**src/rtl/dram_read_arbiter_pkg.sv**
```systemverilog
// Shared constants and helpers for the DRAM read arbiter.
package dram_read_arbiter_pkg;

    // Owner tag stored per outstanding read.
    localparam logic OWNER_DISP = 1'b0;
    localparam logic OWNER_GPU  = 1'b1;

    // Ceiling log2, usable in constant expressions.
    function automatic int clog2(input int value);
        int r;
        r = 0;
        for (int i = 0; i < 31; i++) begin
            if ((1 << i) < value) r = i + 1;
        end
        return r;
    endfunction

endpackage

```
**src/rtl/dram_read_arbiter_owner_fifo.sv**
```systemverilog
// In-order owner tag FIFO: one bit per outstanding read, head visible combinationally.
module owner_fifo
    import dram_read_arbiter_pkg::*;
#(
    parameter  int DEPTH = 8,
    localparam int AW    = clog2(DEPTH),
    localparam int CW    = AW + 1
) (
    input  logic          clk,
    input  logic          resetn,
    input  logic          push,
    input  logic          push_data,
    input  logic          pop,
    output logic          pop_data,
    output logic          empty,
    output logic          full,
    output logic [CW-1:0] count
);

    logic [DEPTH-1:0] mem;
    logic [AW-1:0]    rd_ptr;
    logic [AW-1:0]    wr_ptr;
    logic             do_push;
    logic             do_pop;

    assign empty    = (count == '0);
    assign full     = (count == CW'(DEPTH));
    assign pop_data = mem[rd_ptr];

    // A pop on an empty FIFO is ignored; a push into a full FIFO is accepted only if a pop frees a slot.
    assign do_pop  = pop & ~empty;
    assign do_push = push & (~full | do_pop);

    // Storage, pointers and occupancy.
    always_ff @(posedge clk or negedge resetn) begin
        if (!resetn) begin
            mem    <= '0;
            rd_ptr <= '0;
            wr_ptr <= '0;
            count  <= '0;
        end else begin
            if (do_push) begin
                mem[wr_ptr] <= push_data;
                wr_ptr      <= wr_ptr + 1'b1;
            end
            if (do_pop) begin
                rd_ptr <= rd_ptr + 1'b1;
            end
            case ({do_push, do_pop})
                2'b10:   count <= count + 1'b1;
                2'b01:   count <= count - 1'b1;
                default: count <= count;
            endcase
        end
    end

endmodule

```
**src/rtl/dram_read_arbiter.sv**
```systemverilog
// Two-port Avalon-MM arbiter: display has fixed priority, GPU gets a starvation
// guard, and read responses are routed back in issue order.
module dram_read_arbiter
    import dram_read_arbiter_pkg::*;
#(
    parameter  int ADDR_W       = 32,
    parameter  int DATA_W       = 32,
    parameter  int BE_W         = 4,
    parameter  int MAX_PENDING  = 8,
    parameter  int STARVE_LIMIT = 16,
    localparam int PC_W         = clog2(MAX_PENDING) + 1,
    localparam int SC_W         = clog2(STARVE_LIMIT + 1)
) (
    input  logic              clk,
    input  logic              resetn,
    input  logic [ADDR_W-1:0] d_address,
    input  logic              d_read,
    output logic              d_waitrequest,
    output logic [DATA_W-1:0] d_readdata,
    output logic              d_readdatavalid,
    input  logic [ADDR_W-1:0] g_address,
    input  logic              g_read,
    input  logic              g_write,
    input  logic [DATA_W-1:0] g_writedata,
    input  logic [BE_W-1:0]   g_byteenable,
    output logic              g_waitrequest,
    output logic [DATA_W-1:0] g_readdata,
    output logic              g_readdatavalid,
    output logic [ADDR_W-1:0] m_address,
    output logic              m_read,
    output logic              m_write,
    output logic [DATA_W-1:0] m_writedata,
    output logic [BE_W-1:0]   m_byteenable,
    input  logic              m_waitrequest,
    input  logic [DATA_W-1:0] m_readdata,
    input  logic              m_readdatavalid,
    output logic [PC_W-1:0]   pending_count,
    output logic              err_orphan
);

    logic            lock_q;
    logic            lock_owner_q;
    logic [SC_W-1:0] starve_q;
    logic            grant_valid;
    logic            grant_sel;
    logic            rd_ok;
    logic            g_req;
    logic            g_elig;
    logic            d_elig;
    logic            xfer;
    logic            accept;
    logic            fifo_empty;
    logic            fifo_full;
    logic            head_owner;

    // Reads are eligible only while the owner FIFO (i.e. registered pending_count) has room.
    assign rd_ok  = ~fifo_full;
    assign g_req  = g_read | g_write;
    assign g_elig = g_write | (g_read & rd_ok);
    assign d_elig = d_read & rd_ok;

    // Zero-cycle arbitration; a stalled owner keeps the port until its transfer is accepted.
    always_comb begin
        grant_valid = 1'b0;
        grant_sel   = OWNER_DISP;
        if (lock_q) begin
            grant_valid = 1'b1;
            grant_sel   = lock_owner_q;
        end else if (g_elig && (starve_q == SC_W'(STARVE_LIMIT))) begin
            grant_valid = 1'b1;
            grant_sel   = OWNER_GPU;
        end else if (d_elig) begin
            grant_valid = 1'b1;
            grant_sel   = OWNER_DISP;
        end else if (g_elig) begin
            grant_valid = 1'b1;
            grant_sel   = OWNER_GPU;
        end
    end

    // Master-side mux; a simultaneous GPU read+write issues only the write.
    always_comb begin
        m_address     = d_address;
        m_writedata   = g_writedata;
        m_byteenable  = '1;
        m_read        = 1'b0;
        m_write       = 1'b0;
        d_waitrequest = 1'b1;
        g_waitrequest = 1'b1;
        if (grant_valid) begin
            if (grant_sel == OWNER_GPU) begin
                m_address     = g_address;
                m_byteenable  = g_byteenable;
                m_write       = g_write;
                m_read        = g_read & ~g_write;
                g_waitrequest = m_waitrequest;
            end else begin
                m_read        = d_read;
                d_waitrequest = m_waitrequest;
            end
        end
    end

    assign xfer   = m_read | m_write;
    assign accept = xfer & ~m_waitrequest;

    // Lock the grant to the current owner while the slave stalls it.
    always_ff @(posedge clk or negedge resetn) begin
        if (!resetn) begin
            lock_q       <= 1'b0;
            lock_owner_q <= OWNER_DISP;
        end else if (accept) begin
            lock_q <= 1'b0;
        end else if (xfer && m_waitrequest) begin
            lock_q       <= 1'b1;
            lock_owner_q <= grant_sel;
        end
    end

    // Count cycles the GPU waits, saturating at the limit that forces it to priority.
    always_ff @(posedge clk or negedge resetn) begin
        if (!resetn) begin
            starve_q <= '0;
        end else if (!g_req || (accept && grant_sel == OWNER_GPU)) begin
            starve_q <= '0;
        end else if (starve_q != SC_W'(STARVE_LIMIT)) begin
            starve_q <= starve_q + 1'b1;
        end
    end

    owner_fifo #(
        .DEPTH (MAX_PENDING)
    ) u_owner_fifo (
        .clk       (clk),
        .resetn    (resetn),
        .push      (accept & m_read),
        .push_data (grant_sel),
        .pop       (m_readdatavalid),
        .pop_data  (head_owner),
        .empty     (fifo_empty),
        .full      (fifo_full),
        .count     (pending_count)
    );

    assign d_readdata      = m_readdata;
    assign g_readdata      = m_readdata;
    assign d_readdatavalid = m_readdatavalid & ~fifo_empty & (head_owner == OWNER_DISP);
    assign g_readdatavalid = m_readdatavalid & ~fifo_empty & (head_owner == OWNER_GPU);

    // Sticky flag for a response that arrives with nothing outstanding.
    always_ff @(posedge clk or negedge resetn) begin
        if (!resetn) begin
            err_orphan <= 1'b0;
        end else if (m_readdatavalid && fifo_empty) begin
            err_orphan <= 1'b1;
        end
    end

endmodule
```
**config.mk**
```make
export PLATFORM = sky130hd
export DESIGN_NAME = dram_read_arbiter
export DESIGN_NICKNAME = d
export VERILOG_FILES = /design/src/rtl/dram_read_arbiter_pkg.sv /design/src/rtl/dram_read_arbiter_owner_fifo.sv /design/src/rtl/dram_read_arbiter.sv
export SDC_FILE = /design/constraint.sdc
export NUM_CORES = 1
export LEC_CHECK = 0
export CAP_MARGIN = 20
export CORE_AREA = 3 3 109 111
export DETAILED_ROUTE_END_ITERATION = 12
export DIE_AREA = 0 0 112 114
export PLACE_DENSITY = 0.77
export SYNTH_ARGS = -nofsm -noshare
export SYNTH_HDL_FRONTEND = slang
export SYNTH_SLANG_ARGS = --single-unit
```
**constraint.sdc**
```tcl
create_clock -name clk -period 5 [get_ports clk]
set_input_delay 0.75 -clock clk [delete_from_list [all_inputs] [get_ports clk]]
set_output_delay 0.75 -clock clk [all_outputs]
set_load 0.01 [all_outputs]
```
==> impl_metrics.csv, run 1 <==
group,metric,value,unit
routing,drtAntennaViolNets,0,
place,gp_congestion,0.894,
logic_synthesis,yosys_warnings,0,
floorplanning,die_y,114,µm
pwr,max-vdd-ir-drop,0.000312,V
setup_path,path_max_fanout,37,
logic_synthesis,yosys-top-cells-count,"109 x nand2_1, 97 x buf_4, 26 x dfrtp_1",
logic_synthesis,synth_fp_nets,499,
logic_synthesis,synth_seq_area_share,0.236,
timing,min_period,4060,ps
floorplanning,core,10900,µm²
setup_path,worstSetupPathType,"reg -> out",
setup_path,crit_slowest_cell,"or4b_4",
logic_synthesis,synth_top_area_cell,"buf_4",
pwr,cellPowerDensity,529,nW/µm²
place,dp_hpwl,8420,µm
logic_synthesis,postSynthCellCount,353,
global_route,antenna_found_initial,0,
place,place_area,3350,µm²
clock_network,cts_tree,"yes",
logic_synthesis,yosysUniqueCellTypes,38,
floorplanning,die-area,12800,µm²
global_route,track_usage,0.148,
clock_network,cts_max_path_buffers,2,
pwr,p_leak,1.47,nW
timing,tightest_slew,703,ps
place,pre_cts_slack,1030,ps
setup_path,critPathTopFamily,"simple AND/OR/NAND/NOR gates",
logic_synthesis,syn_area_per_cell,7.80,µm²
place,numPortBuffers,121,
clock_network,cts.sinks,26,
layout,drive_gt1_frac,0.0753,
layout,layout.nets,519,
logic_synthesis,synth_most_common_cell,"nand2_1",
timing,rsz0062_at_grt,"no",
logic_synthesis,ys_ff_latch,26,
setup_path,cp_common_cell,"nand2_1",
logic_synthesis,synth_edf_count,0,
layout,fin_util,0.313,
run_status,status,"completed",
logic_synthesis,yosys_most_used_dff,"dfrtp_1",
run,maxCapViolCount,0,
routing,wl,10000,µm
timing,setup-tns-final,0,ps
logic_synthesis,syn_area,2750,µm²
clock_network,cts_buffers,3,
layout,fin_area,3410,µm²
layout,n_fill_cell,1133,
routing,drt_iter0_drc,91,
setup_path,crit_path_start_kind,"register",
layout,n_antenna_cell,0,
setup_path,path_cells,"or4b_4, and3_4, o31ai_4, buf_4, nand2_1, nand2_1, clkdlybuf4s50_1",
timing,drv_slew,0,
layout,area_growth,23.8,%
setup_path,r2r_slack,1750,ps
setup_path,cp.arrival,3310,ps
clock_network,cts.root.buffer_cell,"clkbuf_8",
timing,whs,479,ps
floorplanning,die_width,112,µm
routing,dr.pass1.iters,4,
setup_path,worst-path-buf-inv,2,
clock_network,cts_setup_buffers,0,
timing,setup_viol,0,
routing,drc_errors,0,
clock_network,clk_latency,270,ps
floorplanning,rows,38,
floorplanning,start_util,0.253,
clock_network,clkTransAtPathRegs,90,ps
setup_path,endpoint_kind,"primary output",
routing,wl_per_cell,19.6,µm
setup_path,max_stage_delay,610,ps
clock_network,cts.repair.resized,0,
logic_synthesis,synth_top_area_frac,0.265,
timing,final.period_utilization,0.812,
timing,hold_violations,0,
global_route,grt_max_degree,38,
timing,fmax,0.246,GHz
timing,finalWorstSetupSlack,941,ps
routing,via_per_inst,4.58,
timing,skew,5.16,ps
clock_network,htree_levels,1,
global_route,grt_overflow,0,
routing,vias,2343,
global_route,grt_pass1_vias,2431,
setup_path,required,4250,ps
global_route,grt_first_pass_wirelength,14700,µm
clock_network,ctsHoldBuffers,0,
worst_hold_path,hp-class,"reg -> reg",
logic_synthesis,synthTopCellsByArea,"buf_4 26%, dfrtp_1 24%, nand2_1 15%",
floorplanning,io_pins,282,
logic_synthesis,synthArstFlopShare,1.00,
timing,relSlewSlack,0.524,
-- final cells by class --
class | count | area [µm²] | share of cell area
clock buffers | 4 | 55.1 | 0.0162
inverters | 7 | 26.3 | 0.00771
multi-input cells | 212 | 1250 | 0.368
flip-flops and latches | 26 | 651 | 0.191
well taps | 140 | 175 | 0.0514
repair buffers | 123 | 1250 | 0.366
-- power breakdown --
group	internal (mW)	leakage, nW	switching [mW]
Clock	0.0705	0.0288	0.0673
Combinational	0.636	1.12	0.606
Sequential	0.305	0.316	0.118
-- worst paths after layout --
check / startpoint / end / cells after the start
setup / recovery: u_owner_fifo.count[2]$_DFFE_PN0P_ / m_address[19] / 7
hold / removal: err_orphan$_DFFE_PN0P_ / err_orphan$_DFFE_PN0P_ / 1
setup reg to reg: starve_q[0]$_DFFE_PN0P_ / u_owner_fifo.count[2]$_DFFE_PN0P_ / 14
hold reg to reg: err_orphan$_DFFE_PN0P_ / err_orphan$_DFFE_PN0P_ / 1
max in group asynchronous: resetn / u_owner_fifo.wr_ptr[0]$_DFFE_PN0P_ / 2
min in group asynchronous: resetn / u_owner_fifo.mem[7]$_DFFE_PN0P_ / 1
-- cells by family (layout without fill, tap and decap cells) --
group	count (synthesis)	after routing	synth area share
muxes	14	14	0.0650
DFF	26	26	0.236
buffers and inverters	115	134	0.308
and+or+nand+nor	149	149	0.238
xor gates and xnor gates	12	12	0.0382
adders and majority gates	7	7	0.0318
AOI/OAI and AO/OA	30	30	0.0827
-- stage by stage --
step,std cells,power (mW)
2_1_floorplan,353,1.20
3_3_place_gp,507,1.64
3_5_place_dp,508,1.68
4_1_cts,512,1.83
5_1_grt,512,1.96
6_report,512,1.80
-- flip-flops by register name (all words and copies together) (netlist names) --
signal,count
starve_q,5
u_owner_fifo.rd_ptr,3
err_orphan,1
lock_owner_q,1
u_owner_fifo.count,4
u_owner_fifo.wr_ptr,3
u_owner_fifo.mem,8
lock_q,1
-- cell usage in the layout, fill, tap and decap left out, drive strengths merged, types with 2 or more instances in the layout --
cell type / instances
a2111oi: 6
a211oi: 2
a21o: 2
a21oi: 8
a31oi: 2
and2: 2
buf: 2
clkbuf: 4
clkdlybuf4s50: 121
dfrtp: 26
ha: 7
inv: 7
mux2: 11
mux4: 2
nand2: 109
nand2b: 7
nand3: 6
nor2: 10
nor2b: 4
nor3: 3
o21ai: 6
xnor2: 5
xor2: 7
-- layer usage --
| metal | track usage | part of all wire | up-vias |
|---|---|---|---|
| met5 | 0 | 0 | - |
| met4 | 0.0232 | 0.0063 | 0 |
| met3 | 0.129 | 0.19 | 11 |
| met1 | 0.161 | 0.35 | 1045 |
| li1 | - | - | 1086 |
| met2 | 0.225 | 0.45 | 201 |
Power figures use the tool's default switching activity.
==> inputs of run 2 (changes only) <==
==> constraint.sdc (replaced) <==
create_clock -name clk -period 3.9 [get_ports clk]
set_input_delay 0.585 -clock clk [delete_from_list [all_inputs] [get_ports clk]]
set_output_delay 0.585 -clock clk [all_outputs]
set_load 0.01 [all_outputs]
==> impl_metrics.csv, run 2 (synthesis gave the netlist of run 1 again) <==
group,metric,value,unit
clock_network,cts.repair.resized,0,
setup_path,r2r_start,"starve_q[0]$_DFFE_PN0P_",
setup_path,path_max_fanout,23,
timing,min_period,3570,ps
clock_network,cts.sinks,26,
floorplanning,core,10900,µm²
pwr,p_leak,1.48,nW
setup_path,worstSetupPathType,"reg -> out",
global_route,grt_max_degree,38,
clock_network,cts_buffers,3,
floorplanning,start_util,0.253,
global_route,antenna_found_initial,0,
pwr,swShare,0.438,
routing,dr.pass1.iters,4,
setup_path,crit_slowest_cell,"or4b_4",
setup_path,max_stage_delay,590,ps
timing,relSlewSlack,0.523,
routing,drt_iter0_drc,131,
setup_path,path_cells,"or4b_4, a21oi_1, o31a_2, buf_12, nand2_1, nand2_1, clkdlybuf4s50_1",
pwr,max-vdd-ir-drop,0.000343,V
run_status,status,"completed",
timing,skew,5.89,ps
timing,fmax,0.280,GHz
setup_path,critPathTopFamily,"simple AND/OR/NAND/NOR gates",
routing,drc_errors,0,
setup_path,crit_path_start_kind,"register",
timing,setup-tns-final,0,ps
global_route,grt_pass1_vias,2461,
layout,layout.nets,521,
clock_network,cts.root.buffer_cell,"clkbuf_8",
pwr,seqPwrFrac,0.232,
floorplanning,rows,38,
pwr,cellPowerDensity,692,nW/µm²
run,maxCapViolCount,0,
worst_hold_path,worstHoldStart,"err_orphan$_DFFE_PN0P_",
layout,drive_gt1_frac,0.0802,
floorplanning,io_pins,282,
pwr,p_clk_frac,0.075,
pwr,power.internal,1.33,mW
routing,via_per_inst,4.58,
floorplanning,die-area,12800,µm²
layout,top_regs,"u_owner_fifo.mem x8, starve_q x5, u_owner_fifo.count x4",
layout,final_cell_mix,"121 x clkdlybuf4s50_1, 109 x nand2_1, 26 x dfrtp_1",
routing,wl,10200,µm
global_route,track_usage,0.150,
global_route,grt_overflow,0,
timing,drv_slew,0,
routing,drtAntennaViolNets,0,
worst_hold_path,hp-class,"reg -> reg",
clock_network,cts_setup_buffers,0,
clock_network,ctsHoldBuffers,0,
routing,wl_per_cell,19.9,µm
floorplanning,die_y,114,µm
timing,setup_viol,0,
clock_network,clk_latency,270,ps
setup_path,cp.arrival,2980,ps
setup_path,cp-startpoint,"u_owner_fifo.count[1]$_DFFE_PN0P_",
timing,rsz0062_at_grt,"no",
place,gp_congestion,0.906,
layout,fin_util,0.314,
place,numPortBuffers,121,
timing,tightest_slew,705,ps
layout,n_antenna_cell,0,
routing,vias,2353,
layout,area_growth,24.1,%
floorplanning,die_width,112,µm
global_route,grt_first_pass_wirelength,14800,µm
timing,final.period_utilization,0.915,
place,dp_hpwl,8530,µm
setup_path,endpoint_kind,"primary output",
clock_network,clkTransAtPathRegs,90,ps
layout,largest_reg_flops,8,
timing,hold_violations,0,
setup_path,cp_common_cell,"nand2_1",
layout,top_register,"u_owner_fifo.mem",
setup_path,required,3310,ps
clock_network,htree_levels,1,
clock_network,cts_max_path_buffers,2,
pwr,switchingPower,1.04,mW
clock_network,cts_tree,"yes",
pwr,power.share.combinational,0.694,
layout,n_fill_cell,1159,
layout,final_common_cell,"clkdlybuf4s50_1",
setup_path,worst-path-buf-inv,2,
[run 2: worst reg2reg max path, stage by stage (launching register included)]
cell and delay, ps:
dfrtp_1 420, inv_1 90, ha_1 170, nand4bb_1 230, nand3_1 150, nand4b_1 390, a21oi_1 430, inv_1 120
ha_1 260, xor2_1 180, ha_1 200, a21oi_1 160, xor2_1 160, nor2_1 60, xor2_1 140
[run 2: per-stage QoR]
step           instances  hold slack (ps)  worst slack [ps]  power, mW  instance area [µm²]
2_1_floorplan        353              289              1090       1.54                 2750
3_3_place_gp         510              440               418       2.16                 3360
3_5_place_dp         510              447               314       2.20                 3360
4_1_cts              514              470               291       2.40                 3420
5_1_grt              514              500               120       2.56                 3420
6_report             514              464               330       2.36                 3420
[run 2: final timing paths]
check / endpoint / slack (ps) / depth (start not counted)
min in group asynchronous: u_owner_fifo.rd_ptr[0]$_DFFE_PN0P_ / 670 / 2
setup / recovery: m_address[7] / 330 / 7
setup reg to reg: u_owner_fifo.count[2]$_DFFE_PN0P_ / 630 / 14
hold / removal: err_orphan$_DFFE_PN0P_ / 460 / 1
hold reg to reg: err_orphan$_DFFE_PN0P_ / 460 / 1
max in group asynchronous: u_owner_fifo.mem[2]$_DFFE_PN0P_ / 2970 / 2
[run 2: per-layer routing]
metal,share of wire,vias up,track usage,wire [µm]
met1,0.37,1058,0.171,3770
met3,0.19,11,0.123,1900
li1,-,1089,-,-
met5,0,-,0.0118,0
met2,0.44,195,0.221,4480
met4,0.0073,0,0.0248,75
[run 2: final cells by class]
type / instances / area (µm²) / area share
Clock buffer: 4 / 55.1 / 0.0161
Inverter: 7 / 26.3 / 0.00769
Multi-Input combinational cell: 212 / 1250 / 0.367
Sequential cell: 26 / 651 / 0.190
Tap cell: 140 / 175 / 0.0513
Timing Repair Buffer: 125 / 1250 / 0.367
[run 2: power groups by stage]
| stage | clock [mW] | combinational (mW) | sequential (mW) |
|---|---|---|---|
| 3_3_place_gp | 0 | 1.62 | 0.539 |
| 4_1_cts | 0.182 | 1.67 | 0.548 |
| 5_1_grt | 0.193 | 1.79 | 0.573 |
| 6_report | 0.176 | 1.64 | 0.548 |
| 3_5_place_dp | 0 | 1.65 | 0.550 |
| 2_1_floorplan | 0 | 1.04 | 0.496 |
==> inputs of run 3 (changes only) <==
--- a/config.mk
+++ b/config.mk
@@ -5,11 +5,12 @@
 export SDC_FILE = /design/constraint.sdc
 export NUM_CORES = 1
 export LEC_CHECK = 0
+export ABC_AREA = 1
 export CAP_MARGIN = 20
-export CORE_AREA = 3 3 109 111
+export CORE_AREA = 3 3 108 110
 export DETAILED_ROUTE_END_ITERATION = 12
-export DIE_AREA = 0 0 112 114
-export PLACE_DENSITY = 0.77
+export DIE_AREA = 0 0 111 113
+export PLACE_DENSITY = 0.78
 export SYNTH_ARGS = -nofsm -noshare
 export SYNTH_HDL_FRONTEND = slang
 export SYNTH_SLANG_ARGS = --single-unit
==> impl_metrics.csv, run 3 <==
group,metric,value,unit
logic_synthesis,syn_area_per_cell,6.79,µm²
place,pre_cts_slack,485,ps
setup_path,reg2reg_to,"u_owner_fifo.count[2]$_DFFE_PN0P_",
worst_hold_path,hp-class,"reg -> reg",
logic_synthesis,yosys_most_used_dff,"dfrtp_1",
setup_path,worst-path-buf-inv,4,
run_status,status,"completed",
global_route,grt_first_pass_wirelength,12300,µm
timing,min_period,3400,ps
floorplanning,die-area,12500,µm²
setup_path,crit_slowest_cell,"clkdlybuf4s50_1",
setup_path,worstSetupPathType,"in -> out",
logic_synthesis,synth_top_area_cell,"buf_4",
routing,via_per_inst,4.26,
global_route,grt_overflow,0,
setup_path,critPathTopFamily,"buffers and inverters",
place,dp_hpwl,6390,µm
layout,layout.nets,567,
clock_network,cts.repair.resized,0,
setup_path,cp.arrival,2820,ps
logic_synthesis,synth_top_area_frac,0.269,
global_route,track_usage,0.121,
place,placedCellCount,556,
floorplanning,start_util,0.251,
clock_network,cts.root.buffer_cell,"clkbuf_8",
setup_path,max_stage_delay,540,ps
logic_synthesis,synth_fp_nets,545,
logic_synthesis,synthTopCellsByArea,"buf_4 27%, dfrtp_1 24%, nand2_1 20%",
timing,fmax,0.294,GHz
timing,skew,1.83,ps
clock_network,cts_tree,"yes",
pwr,max-vdd-ir-drop,0.000299,V
pwr,cellPowerDensity,625,nW/µm²
layout,n_antenna_cell,0,
global_route,grt_pass1_vias,2425,
timing,hold_violations,0,
place,numPortBuffers,121,
setup_path,cp_common_cell,"nand2_1",
logic_synthesis,synth_seq_area_share,0.240,
clock_network,htree_levels,1,
pwr,power.share.combinational,0.676,
timing,setup_viol,0,
worst_hold_path,worstHoldStart,"u_owner_fifo.mem[6]$_DFFE_PN0P_",
setup_path,path_max_fanout,38,
logic_synthesis,synth_most_common_cell,"nand2_1",
floorplanning,die_y,113,µm
layout,finalNonFillerCells,560,
logic_synthesis,yosys-top-cells-count,"144 x nand2_1, 97 x buf_4, 26 x dfrtp_1",
floorplanning,die_width,111,µm
setup_path,endpoint_kind,"primary output",
timing,rsz0062_at_grt,"no",
routing,wl,7860,µm
clock_network,ctsHoldBuffers,0,
layout,drive_gt1_frac,0.0476,
layout,final_common_cell,"nand2_1",
routing,drc_errors,0,
logic_synthesis,ys_ff_latch,26,
timing,final.period_utilization,0.872,
layout,largest_reg_flops,8,
floorplanning,rows,38,
timing,finalWorstSetupSlack,500,ps
place,gp_congestion,0.829,
worst_hold_path,hold_depth,2,
global_route,grt_max_degree,39,
layout,final_cell_mix,"144 x nand2_1, 121 x clkdlybuf4s50_1, 26 x dfrtp_1",
layout,top_regs,"u_owner_fifo.mem x8, starve_q x5, u_owner_fifo.count x4",
timing,drv_slew,0,
timing,tightest_slew,616,ps
global_route,antenna_found_initial,1,
clock_network,cts_max_path_buffers,2,
logic_synthesis,postSynthCellCount,399,
clock_network,clk_latency,270,ps
pwr,seqPwrFrac,0.240,
setup_path,required,3310,ps
clock_network,cts_buffers,3,
clock_network,cts.sinks,26,
logic_synthesis,synthArstFlopShare,1.00,
timing,setup-tns-final,0,ps
clock_network,clkTransAtPathRegs,90,ps
setup_path,r2r_slack,970,ps
routing,drt_iter0_drc,129,
logic_synthesis,synth_edf_count,0,
pwr,switchingPower,0.951,mW
layout,area_growth,24.7,%
floorplanning,core,10800,µm²
logic_synthesis,yosys_warnings,0,
setup_path,path_cells,"clkdlybuf4s50_1, inv_1, nand2_1, nand3_2, nand2_4, inv_2, nand2_1, nand2_1, clkdlybuf4s50_1",
pwr,p_clk_frac,0.084,
routing,vias,2386,
floorplanning,io_pins,282,
clock_network,cts_setup_buffers,0,
setup_path,crit_path_start_kind,"primary input",
routing,wl_per_cell,14.0,µm
logic_synthesis,yosysUniqueCellTypes,33,
pwr,p_leak,1.62,nW
pwr,power.internal,1.16,mW
worst_hold_path,worstHoldEndpoint,"u_owner_fifo.mem[6]$_DFFE_PN0P_",
setup_path,r2r_cells,18,
logic_synthesis,syn_area,2710,µm²
layout,top_register,"u_owner_fifo.mem",
setup_path,r2r_start,"starve_q[0]$_DFFE_PN0P_",
run,maxCapViolCount,0,
pwr,swShare,0.450,
timing,relSlewSlack,0.589,
routing,drtAntennaViolNets,0,
routing,dr.pass1.iters,5,
run 3: worst max path at each step:
stage                                       start                                end  slack [ps]  cells after the start
after global routing      starve_q[0]$_DFFE_PN0P_                      m_address[28]         280                     12
after floorplan           starve_q[0]$_DFFE_PN0P_  u_owner_fifo.count[2]$_DFFE_PN0P_        1530                     19
after CTS                 starve_q[0]$_DFFE_PN0P_                      m_address[19]         440                     12
final                                     g_write                      m_address[19]         500                      9
after global placement                    g_write                      m_address[21]         560                      9
after detailed placement                  g_write                      m_address[19]         480                      9
run 3: cells by family (layout without fill, tap and decap cells):
logic type	count (synthesis)	count (layout)	synth area share
adder cells (fa/ha/maj)	7	7	0.0323
flip-flops	26	26	0.240
buffers and inverters	128	149	0.322
multiplexers	1	1	0.00369
XOR/XNOR	10	10	0.0323
AND/OR/NAND/NOR	211	211	0.331
AO/OA/AOI/OAI	16	16	0.0388
run 3: power groups by stage:
stage | sequential [mW] | clock (mW) | combinational (mW)
3_3_place_gp | 0.502 | 0 | 1.41
4_1_cts | 0.507 | 0.184 | 1.45
2_1_floorplan | 0.491 | 0 | 0.920
5_1_grt | 0.528 | 0.201 | 1.59
3_5_place_dp | 0.512 | 0 | 1.44
6_report | 0.507 | 0.178 | 1.43
run 3: area by class of cell:
type / instances / area, µm²
clock buffer: 4 / 55.1
fill: 1130 / 7410
inverter: 21 / 78.8
multi-input combinational: 245 / 1190
sequential: 26 / 651
tap: 140 / 175
timing repair buffer: 124 / 1230
run 3: worst min-delay path: stages, from the launching register on:
cell and delay, ps:
dfrtp_1 350, nand2_1 50, nand2_1 50
run 3: stage by stage:
step / utilization / hold WS [ps] / area [µm²] / power [mW]
floorplan: - / 289 / 2710 / 1.41
CTS: 0.313 / 484 / 3380 / 2.15
global route: 0.313 / 516 / 3380 / 2.32
detailed placement: 0.308 / 461 / 3330 / 1.96
finish: 0.313 / 483 / 3380 / 2.11
global placement: 0.308 / 455 / 3330 / 1.91
run 3: metal layers:
layer	vias to the layer above	wire [µm]	share of wire	GRT usage
li1	1181	-	-	-
met1	1045	2900	0.37	0.134
met2	114	3620	0.46	0.188
met3	44	962	0.12	0.0620
met4	2	359	0.046	0.0681
met5	-	13	0.0017	0
